[config.mk]
export PLATFORM = sky130hd
export DESIGN_NAME = seg7_scan_counter
export DESIGN_NICKNAME = d
export VERILOG_FILES = /design/src/rtl/seg7_pkg.sv /design/src/rtl/bcd_digit_counter.sv /design/src/rtl/seg7_scan_counter.sv
export SDC_FILE = /design/constraint.sdc
export NUM_CORES = 1
export LEC_CHECK = 0
export CORE_MARGIN = 2
export CORE_UTILIZATION = 45
export DETAILED_ROUTE_END_ITERATION = 6
export PLACE_DENSITY_LB_ADDON = 0.2
export REMOVE_ABC_BUFFERS = 1
export SLEW_MARGIN = 20
export SYNTH_ARGS = -nofsm -noshare
export SYNTH_HDL_FRONTEND = slang
export SYNTH_SLANG_ARGS = --single-unit
[constraint.sdc]
create_clock -name clk -period 3.4 [get_ports clk]
set_input_delay 0.51 -clock clk [delete_from_list [all_inputs] [get_ports clk]]
set_output_delay 0.51 -clock clk [all_outputs]
set_load 0.01 [all_outputs]
[src/rtl/seg7_pkg.sv]
// Shared widths, segment patterns and the digit-to-segment decoder
// for the scanned BCD seconds display.
package seg7_pkg;

    localparam int BCD_W = 4;
    localparam int SEG_W = 7;

    // Segment order is {g,f,e,d,c,b,a}, active-high.
    localparam logic [SEG_W-1:0] SEG_0     = 7'b0111111;
    localparam logic [SEG_W-1:0] SEG_1     = 7'b0000110;
    localparam logic [SEG_W-1:0] SEG_2     = 7'b1011011;
    localparam logic [SEG_W-1:0] SEG_3     = 7'b1001111;
    localparam logic [SEG_W-1:0] SEG_4     = 7'b1100110;
    localparam logic [SEG_W-1:0] SEG_5     = 7'b1101101;
    localparam logic [SEG_W-1:0] SEG_6     = 7'b1111101;
    localparam logic [SEG_W-1:0] SEG_7     = 7'b0000111;
    localparam logic [SEG_W-1:0] SEG_8     = 7'b1111111;
    localparam logic [SEG_W-1:0] SEG_9     = 7'b1101111;
    localparam logic [SEG_W-1:0] SEG_BLANK = 7'b0000000;

    function automatic logic [SEG_W-1:0] seg7_decode(
        input logic [BCD_W-1:0] d
    );
        logic [SEG_W-1:0] s;
        case (d)
            4'd0:    s = SEG_0;
            4'd1:    s = SEG_1;
            4'd2:    s = SEG_2;
            4'd3:    s = SEG_3;
            4'd4:    s = SEG_4;
            4'd5:    s = SEG_5;
            4'd6:    s = SEG_6;
            4'd7:    s = SEG_7;
            4'd8:    s = SEG_8;
            4'd9:    s = SEG_9;
            default: s = SEG_BLANK;
        endcase
        return s;
    endfunction

endpackage

[src/rtl/bcd_digit_counter.sv]
// One cascadable BCD digit: clear/load/up/down with carry or borrow out.
// Ports: clk, reset, clear, load, load_digit, step, up, carry_in -> digit, carry_out.
module bcd_digit_counter
    import seg7_pkg::*;
(
    input  logic             clk,
    input  logic             reset,
    input  logic             clear,
    input  logic             load,
    input  logic [BCD_W-1:0] load_digit,
    input  logic             step,
    input  logic             up,
    input  logic             carry_in,
    output logic [BCD_W-1:0] digit,
    output logic             carry_out
);

    logic [BCD_W-1:0] r_digit;
    logic             w_at_edge;
    logic             w_adv;

    // At 9 going up or 0 going down this digit rolls and passes
    // the carry/borrow on within the same clock.
    assign w_at_edge = up ? (r_digit == 4'd9) : (r_digit == 4'd0);
    assign w_adv     = step & carry_in;
    assign carry_out = w_adv & w_at_edge;
    assign digit     = r_digit;

    always_ff @(posedge clk) begin
        if (reset) begin
            r_digit <= '0;
        end else if (clear) begin
            r_digit <= '0;
        end else if (load) begin
            r_digit <= (load_digit > 4'd9) ? 4'd0 : load_digit;
        end else if (w_adv) begin
            if (up)
                r_digit <= w_at_edge ? 4'd0 : r_digit + 4'd1;
            else
                r_digit <= w_at_edge ? 4'd9 : r_digit - 4'd1;
        end
    end

endmodule

[src/rtl/seg7_scan_counter.sv]
// Multi-digit BCD up/down seconds counter with a time-multiplexed 7-seg output.
// Ports: clk, reset, en, up, clear, load, load_val -> bcd, tick, wrap, digit_sel, segments.
module seg7_scan_counter
    import seg7_pkg::*;
#(
    parameter int MAX_COUNT  = 10_000_000,
    parameter int NUM_DIGITS = 4,
    parameter int SCAN_COUNT = 10_000
) (
    input  logic                        clk,
    input  logic                        reset,
    input  logic                        en,
    input  logic                        up,
    input  logic                        clear,
    input  logic                        load,
    input  logic [BCD_W*NUM_DIGITS-1:0] load_val,
    output logic [BCD_W*NUM_DIGITS-1:0] bcd,
    output logic                        tick,
    output logic                        wrap,
    output logic [NUM_DIGITS-1:0]       digit_sel,
    output logic [SEG_W-1:0]            segments
);

    localparam int PRE_W  = (MAX_COUNT > 0) ? $clog2(MAX_COUNT + 1) : 1;
    localparam int SCAN_W = (SCAN_COUNT > 1) ? $clog2(SCAN_COUNT) : 1;
    localparam int IDX_W  = (NUM_DIGITS > 1) ? $clog2(NUM_DIGITS) : 1;

    localparam logic [PRE_W-1:0]  PRE_MAX   = PRE_W'(MAX_COUNT);
    localparam logic [SCAN_W-1:0] SCAN_LAST = SCAN_W'(SCAN_COUNT - 1);
    localparam logic [IDX_W-1:0]  IDX_LAST  = IDX_W'(NUM_DIGITS - 1);

    logic [PRE_W-1:0]            r_pre;
    logic                        r_tick;
    logic                        r_wrap;
    logic [SCAN_W-1:0]           r_scan;
    logic [IDX_W-1:0]            r_idx;
    logic [NUM_DIGITS-1:0]       r_sel;

    logic                        w_term;
    logic [NUM_DIGITS:0]         w_carry;
    logic [BCD_W*NUM_DIGITS-1:0] w_bcd;
    logic [IDX_W-1:0]            w_idx_next;
    logic [BCD_W-1:0]            w_sel_digit;

    assign w_term = en & (r_pre == PRE_MAX);

    // Prescaler: clear and load both restart the interval.
    always_ff @(posedge clk) begin
        if (reset) begin
            r_pre <= '0;
        end else if (clear || load) begin
            r_pre <= '0;
        end else if (en) begin
            r_pre <= w_term ? '0 : r_pre + PRE_W'(1);
        end
    end

    // Digit 0 always sees carry_in=1; a step ripples up the chain.
    assign w_carry[0] = 1'b1;

    genvar gi;
    generate
        for (gi = 0; gi < NUM_DIGITS; gi++) begin : g_digit
            bcd_digit_counter u_digit (
                .clk        (clk),
                .reset      (reset),
                .clear      (clear),
                .load       (load),
                .load_digit (load_val[gi*BCD_W +: BCD_W]),
                .step       (w_term),
                .up         (up),
                .carry_in   (w_carry[gi]),
                .digit      (w_bcd[gi*BCD_W +: BCD_W]),
                .carry_out  (w_carry[gi+1])
            );
        end
    endgenerate

    // Carry out of the top digit only occurs on a full wrap-around.
    always_ff @(posedge clk) begin
        if (reset) begin
            r_tick <= 1'b0;
            r_wrap <= 1'b0;
        end else if (clear || load) begin
            r_tick <= 1'b0;
            r_wrap <= 1'b0;
        end else begin
            r_tick <= w_term;
            r_wrap <= w_carry[NUM_DIGITS];
        end
    end

    assign w_idx_next = (r_idx == IDX_LAST) ? '0 : r_idx + IDX_W'(1);

    // Scan runs free of en/clear/load.
    always_ff @(posedge clk) begin
        if (reset) begin
            r_scan <= '0;
            r_idx  <= '0;
            r_sel  <= NUM_DIGITS'(1);
        end else if (r_scan == SCAN_LAST) begin
            r_scan <= '0;
            r_idx  <= w_idx_next;
            r_sel  <= NUM_DIGITS'(1) << w_idx_next;
        end else begin
            r_scan <= r_scan + SCAN_W'(1);
        end
    end

    always_comb begin
        w_sel_digit = '0;
        for (int i = 0; i < NUM_DIGITS; i++) begin
            if (r_idx == IDX_W'(i))
                w_sel_digit = w_bcd[i*BCD_W +: BCD_W];
        end
    end

    assign bcd       = w_bcd;
    assign tick      = r_tick;
    assign wrap      = r_wrap;
    assign digit_sel = r_sel;
    assign segments  = seg7_decode(w_sel_digit);

endmodule

* Word-level counts from Yosys, hierarchy flattened *
Memories as Yosys holds them, arrays and structs flattened.
Cells that the tools add are included.

storage, ports and cells
  register bits after elaboration = 62
  bits in latches = 0
  RAM bits = 0
  ROM bits = 112
  bits of input ports = 22
  output and inout bits = 29
  word-level logic and storage cells = 91
  memories = 1

operators by class
  $add $sub $neg = 11
  multiply operators = 0
  div/mod/pow operators = 0
  magnitude comparators = 4
  eq/ne operators = 9
  shifts and indexed selects = 1
  mux-type cells = 34
  bitwise operators = 8
  reductions and logical operators = 13

memories
  name             depth  width  read ports  clocked after Yosys merged registers in  wr ports  line            text
  (no name shown)  16     7      1           0                                        0         seg7_pkg.sv:25  case (d)

operators by type and width
  kind                                                                 count
  4-bit 2-to-1 mux                                                     28
  24-bit by 1-bit adder with 24-bit output (second input constant)     1
  24-bit == test (second input constant)                               1
  24-bit 2-to-1 mux                                                    1
  4-bit by 1-bit adder with 4-bit output (second input constant)       4
  4-bit == test (second input constant)                                4
  4-bit > comparator (second input constant)                           4
  4-bit zero test                                                      4
  4-bit by 1-bit subtractor with 4-bit output (second input constant)  4
  14-bit by 1-bit adder with 14-bit output (second input constant)     1
  14-bit == test (second input constant)                               1
  1-bit AND                                                            8
  2-bit nonzero test                                                   4
  2-bit OR reduction                                                   3
  2-bit == test (second input constant)                                2
  1-bit 2-to-1 mux                                                     4
  1-bit by 2-bit << shifter with 4-bit output (first input constant)   1
  2-bit by 1-bit adder with 2-bit output (second input constant)       1
  2-bit by 1-bit == test with 1-bit output (second input constant)     1
  2-bit zero test                                                      1
  2-bit 2-to-1 mux                                                     1
  1-bit logical OR                                                     1

* Logic depth before layout (Yosys ltp) *
  word-level depth = 10
  mapped depth = 11
  gate-level depth less buffers = 10

* Modules after synthesis *
From an unflattened synthesis, not the netlist that was laid out.

second synthesis, totals
  cell total of the unflattened synthesis = 509
  area total of the unflattened synthesis = 4113.9 sq um

by module, submodules not included
  module             instances  cells each  area an instance (sq um)  sequential area each (sq um)
  seg7_scan_counter  1          281         2442.3                    920.9
  bcd_digit_counter  4          57          417.9                     80.1

* Worst setup path after synthesis *
OpenSTA, ideal clock, no wires.

  kind = register to output
  start = register r_idx[0]
  end = output port segments[0]
  arrival = 2.148 ns
  data required time = 2.890 ns
  path slack = 0.742 ns
  cell stages (with the launch flop) = 9
  buffers on the path = 1
  path through = dfxtp_1 inv_1 ha_1 clkbuf_1 a21oi_1 o21ai_0 a22oi_1 mux2_2 o22ai_1

on the way
  cells in the longest elaborated chain, start to end = 6
  elaborated cells on any way between the ends = 9
  classes of those cells = eq/ne (3); mux (4); reduce/logical (1); memory (1)

ends and longest elaborated chain
  element                         line                      text
  start, declared                 seg7_scan_counter.sv:36   logic [IDX_W-1:0] r_idx;
  start signal, assigned          seg7_scan_counter.sv:103  r_idx <= w_idx_next;
  2-bit zero test                 seg7_scan_counter.sv:113  if (r_idx == IDX_W'(i))
  4-bit 2-to-1 mux (3 in series)  seg7_scan_counter.sv:113
  4-bit 2-to-1 mux *              seg7_scan_counter.sv:113
  memory read 16 x 7 bit *        n/a
  end, declared                   seg7_scan_counter.sv:21   output logic [SEG_W-1:0] segments

Every way passes the cells marked *; elsewhere a longest branch is shown, timed or not.

* Worst setup path after layout *
  start = register r_idx[1]
  end = output port segments[5]

Same word-level chain as after synthesis.

==> reports/qor.json <==
{
  "global_route": {
    "largest_net_degree_at_the_start_of_global_routing": 23,
    "grt_use_met2_pct": 35.8,
    "grt_use_total_pct": 21.0,
    "first_global_vias": 3659,
    "globalRouteOverflowTotal": 0,
    "grt_use_met3_pct": 3.88,
    "initial_antenna_violation_count": 0,
    "global_route_track_usage_on_met1_pct": 26.4,
    "grt_most_used_layer": "met2",
    "global_route_wire_length_before_repair_um": 17200
  },
  "placement": {
    "place.detailed.hpwl_um": 7290,
    "numPlacedInstances": 666,
    "gpl.final_weighted_congestion": 0.850,
    "post_dp_cell_area_um2": 4780,
    "io_buffers": 50
  },
  "critical_path": {
    "worst_path_cell_chain": "inv_1, ha_2, a21oi_1, o21ai_0, a22o_1, inv_2, ha_1, mux2i_1, o22ai_1, clkdlybuf4s50_1",
    "category_of_the_critical_setup_timing_path": "flop to output pin",
    "worstPathArrival_ns": 2.65,
    "crit_start": "r_idx[1]",
    "sort_of_element_at_the_start_of_the_critical_path": "flop",
    "worst_path_slowest_cell": "sky130_fd_sc_hd__clkdlybuf4s50_1",
    "critical_path_required_ns": 2.89,
    "r2r_start": "g_digit[0].u_digit.digit[0]",
    "timing.critical_path.slowest_cell_delay_ns": 0.56,
    "critical_path.n_buffers_inverters": 3,
    "endpoint_kind": "output pin",
    "critPathMaxFanout": 9,
    "crit_family": "buffers and inverters"
  },
  "cells_and_area": {
    "fillers": 882,
    "area.sequential_um2": 1240,
    "layout_commonest_cell": "sky130_fd_sc_hd__nor2_1",
    "multi_input_logic_area_um2": 2730,
    "postLayoutCellArea_um2": 5050,
    "finalNonFillerCells": 683,
    "insertedDiodeCount": 0,
    "layout.cells.most_common_list": "sky130_fd_sc_hd__nor2_1, sky130_fd_sc_hd__dfxtp_1, sky130_fd_sc_hd__clkdlybuf4s50_1",
    "syn2layout_area_growth_pct": 20.0,
    "final_nets": 617,
    "share_of_final_layout_standard_cells_stronger_than_drive_strength_1_pct": 9.62
  },
  "power": {
    "leakage_nw": 1.85,
    "cellPowerDensity_nw_per_um2": 352,
    "worst_ir_drop_vdd_mv": 0.284
  },
  "synth": {
    "ys.warnings.count": 0,
    "synthDominantCellAreaShare_pct": 29.5,
    "synth_area_leader_cell": "sky130_fd_sc_hd__dfxtp_1",
    "synth_sequential_area_ratio_pct": 29.5,
    "synth_flop_cell": "sky130_fd_sc_hd__dfxtp_1",
    "syn_inst": 523,
    "synth_area_leaders": "sky130_fd_sc_hd__dfxtp_1, sky130_fd_sc_hd__ha_1, sky130_fd_sc_hd__xor2_1",
    "mappedNetlistArea_um2": 4210,
    "synth.lib_cells_used.distinct": 69,
    "ys_ff_latch": 62,
    "avgSynthCellArea_um2": 8.06,
    "ys_async_sr_fraction_pct": 0,
    "synth_enable_flop_cells": 0
  },
  "detailed_routing": {
    "drtAntennaViolNets": 0,
    "route.vias.total": 3811,
    "drc": 0,
    "drt_first_iter_violations": 97,
    "first_pass_iters": 5,
    "routed_wirelength_um": 10200,
    "vias_per_cell": 5.58,
    "wl_per_cell_um": 15.0
  },
  "floorplanning": {
    "num_rows": 35,
    "die-width_um": 101,
    "floorplan.initialDensity_pct": 46.0,
    "design.die.area_um2": 10200,
    "core_region_area_um2": 9150,
    "die_h_um": 101,
    "io_pins": 51
  },
  "timing": {
    "timing.final.crit_share_pct": 92.9,
    "fmaxAchievable_mhz": 316,
    "setup_viol": 0,
    "rsz0062_at_grt": "no",
    "final-max-slew-violation-count": 0,
    "tightest_slew_ns": 0.720,
    "max-slew-margin-rel_pct": 51.7,
    "final_period_minus_worst_setup_slack_ns": 3.16,
    "setup_total_negative_slack_ns": 0,
    "skew_ns": 0.0194,
    "timing.final.hold_violations": 0
  },
  "job": {
    "max_cap_viol_count": 0
  },
  "clock_network": {
    "cts_tree": "yes",
    "clk_transition_reported_paths_ns": 0.08,
    "cts_hold_repair.buffers": 0,
    "cts.sink_count": 62,
    "clk_lat_worst_skew_ns": 0.35,
    "htreeDepth": 3,
    "ctsRootBufferMaster": "sky130_fd_sc_hd__clkbuf_8",
    "cts_made_buffers": 9,
    "clockBufferDepth": 2
  },
  "worst_hold_path": {
    "min-delay-start": "r_scan[0]",
    "hold_path_class": "flop to flop"
  },
  "run_status": {
    "outcome": "finished, final reports clean"
  }
}
## timing repair
| action | CTS | global route |
|---|---|---|
| cloned | 0 | 0 |
| pin swaps | 0 | 2 |
| hold endpoints to repair | 0 | 0 |
| gates resized for setup | 2 | 6 |
| buffers inserted | 0 | 1 |
| endpoints found under the setup margin | 2 | 5 |
## per-stage QoR
stage | setup slack (ns) | hold slack (ns) | util, % | total power, mW
after floorplan | 0.816 | 0.449 | - | 0.880
after global placement | 0.469 | 0.477 | 52.2 | 0.979
after detailed placement | 0.379 | 0.489 | 52.2 | 0.983
after CTS | 0.0561 | 0.506 | 55.0 | 1.80
after global routing | 0.00122 | 0.517 | 55.2 | 1.86
final | 0.240 | 0.505 | 55.2 | 1.78
## routing by layer
layer | share of wire, % | routed length (um)
met5 | 0 | 0
met2 | 49 | 5030
met4 | 1.6 | 169
met1 | 45 | 4630
met3 | 4.1 | 418
## final timing paths
| kind | to | slack [ns] | cells past startpoint |
|---|---|---|---|
| min | r_scan[0] | 0.50 | 1 |
| max reg2reg | g_digit[2].u_digit.digit[0] | 0.99 | 7 |
| min reg2reg | r_scan[0] | 0.50 | 1 |
| max | segments[5] | 0.24 | 10 |
## registers in the layout, summed over array words and instances (netlist names)
signal,count
digit_sel,4
g_digit.u_digit.digit,16
r_idx,2
r_pre,24
r_scan,14
tick,1
wrap,1
## logic make-up (layout without fill, tap and decap cells)
kind of cell             Yosys count  count (layout)  synth area share, %
multiplexers                      21              21                 5.17
AO/OA/AOI/OAI                    103             103                 15.5
buffers and inverters             55             104                 6.12
adder cells (fa/ha/maj)           28              28                 8.32
XOR/XNOR                          42              42                 8.73
AND/OR/NAND/NOR                  212             212                 26.7
flip-flops                        62              62                 29.5
## final cells by class
type / count / share of cell area (%)
Timing Repair Buffer: 63 / 11.9
Tap cell: 111 / 2.75
Clock buffer: 10 / 2.72
Multi-Input combinational cell: 406 / 54.0
Sequential cell: 62 / 24.6
Clock inverter: 6 / 2.15
Inverter: 25 / 1.86
## where the power goes
part	internal, mW	switching [mW]
Clock	0.506	0.308
Combinational	0.104	0.108
Sequential	0.735	0.0200
## synthesized netlist by cell type, types with 4 or more instances
library cell	instances
sky130_fd_sc_hd__nand3_1	18
sky130_fd_sc_hd__o22ai_1	5
sky130_fd_sc_hd__nor4_1	6
sky130_fd_sc_hd__xnor2_1	14
sky130_fd_sc_hd__mux2_2	6
sky130_fd_sc_hd__clkbuf_1	18
sky130_fd_sc_hd__inv_1	24
sky130_fd_sc_hd__nor2b_1	7
sky130_fd_sc_hd__ha_1	28
sky130_fd_sc_hd__a21oi_1	29
sky130_fd_sc_hd__dfxtp_1	62
sky130_fd_sc_hd__xor2_1	28
sky130_fd_sc_hd__o21ai_0	27
sky130_fd_sc_hd__nand2b_1	9
sky130_fd_sc_hd__nor4b_1	5
sky130_fd_sc_hd__buf_2	4
sky130_fd_sc_hd__a22oi_1	4
sky130_fd_sc_hd__and3_1	8
sky130_fd_sc_hd__nor2_1	62
sky130_fd_sc_hd__mux2i_1	15
sky130_fd_sc_hd__nand2_1	44
sky130_fd_sc_hd__nand4_1	19
sky130_fd_sc_hd__nor3_1	4
sky130_fd_sc_hd__and4_1	4
(Power assumes the default switching activity.)
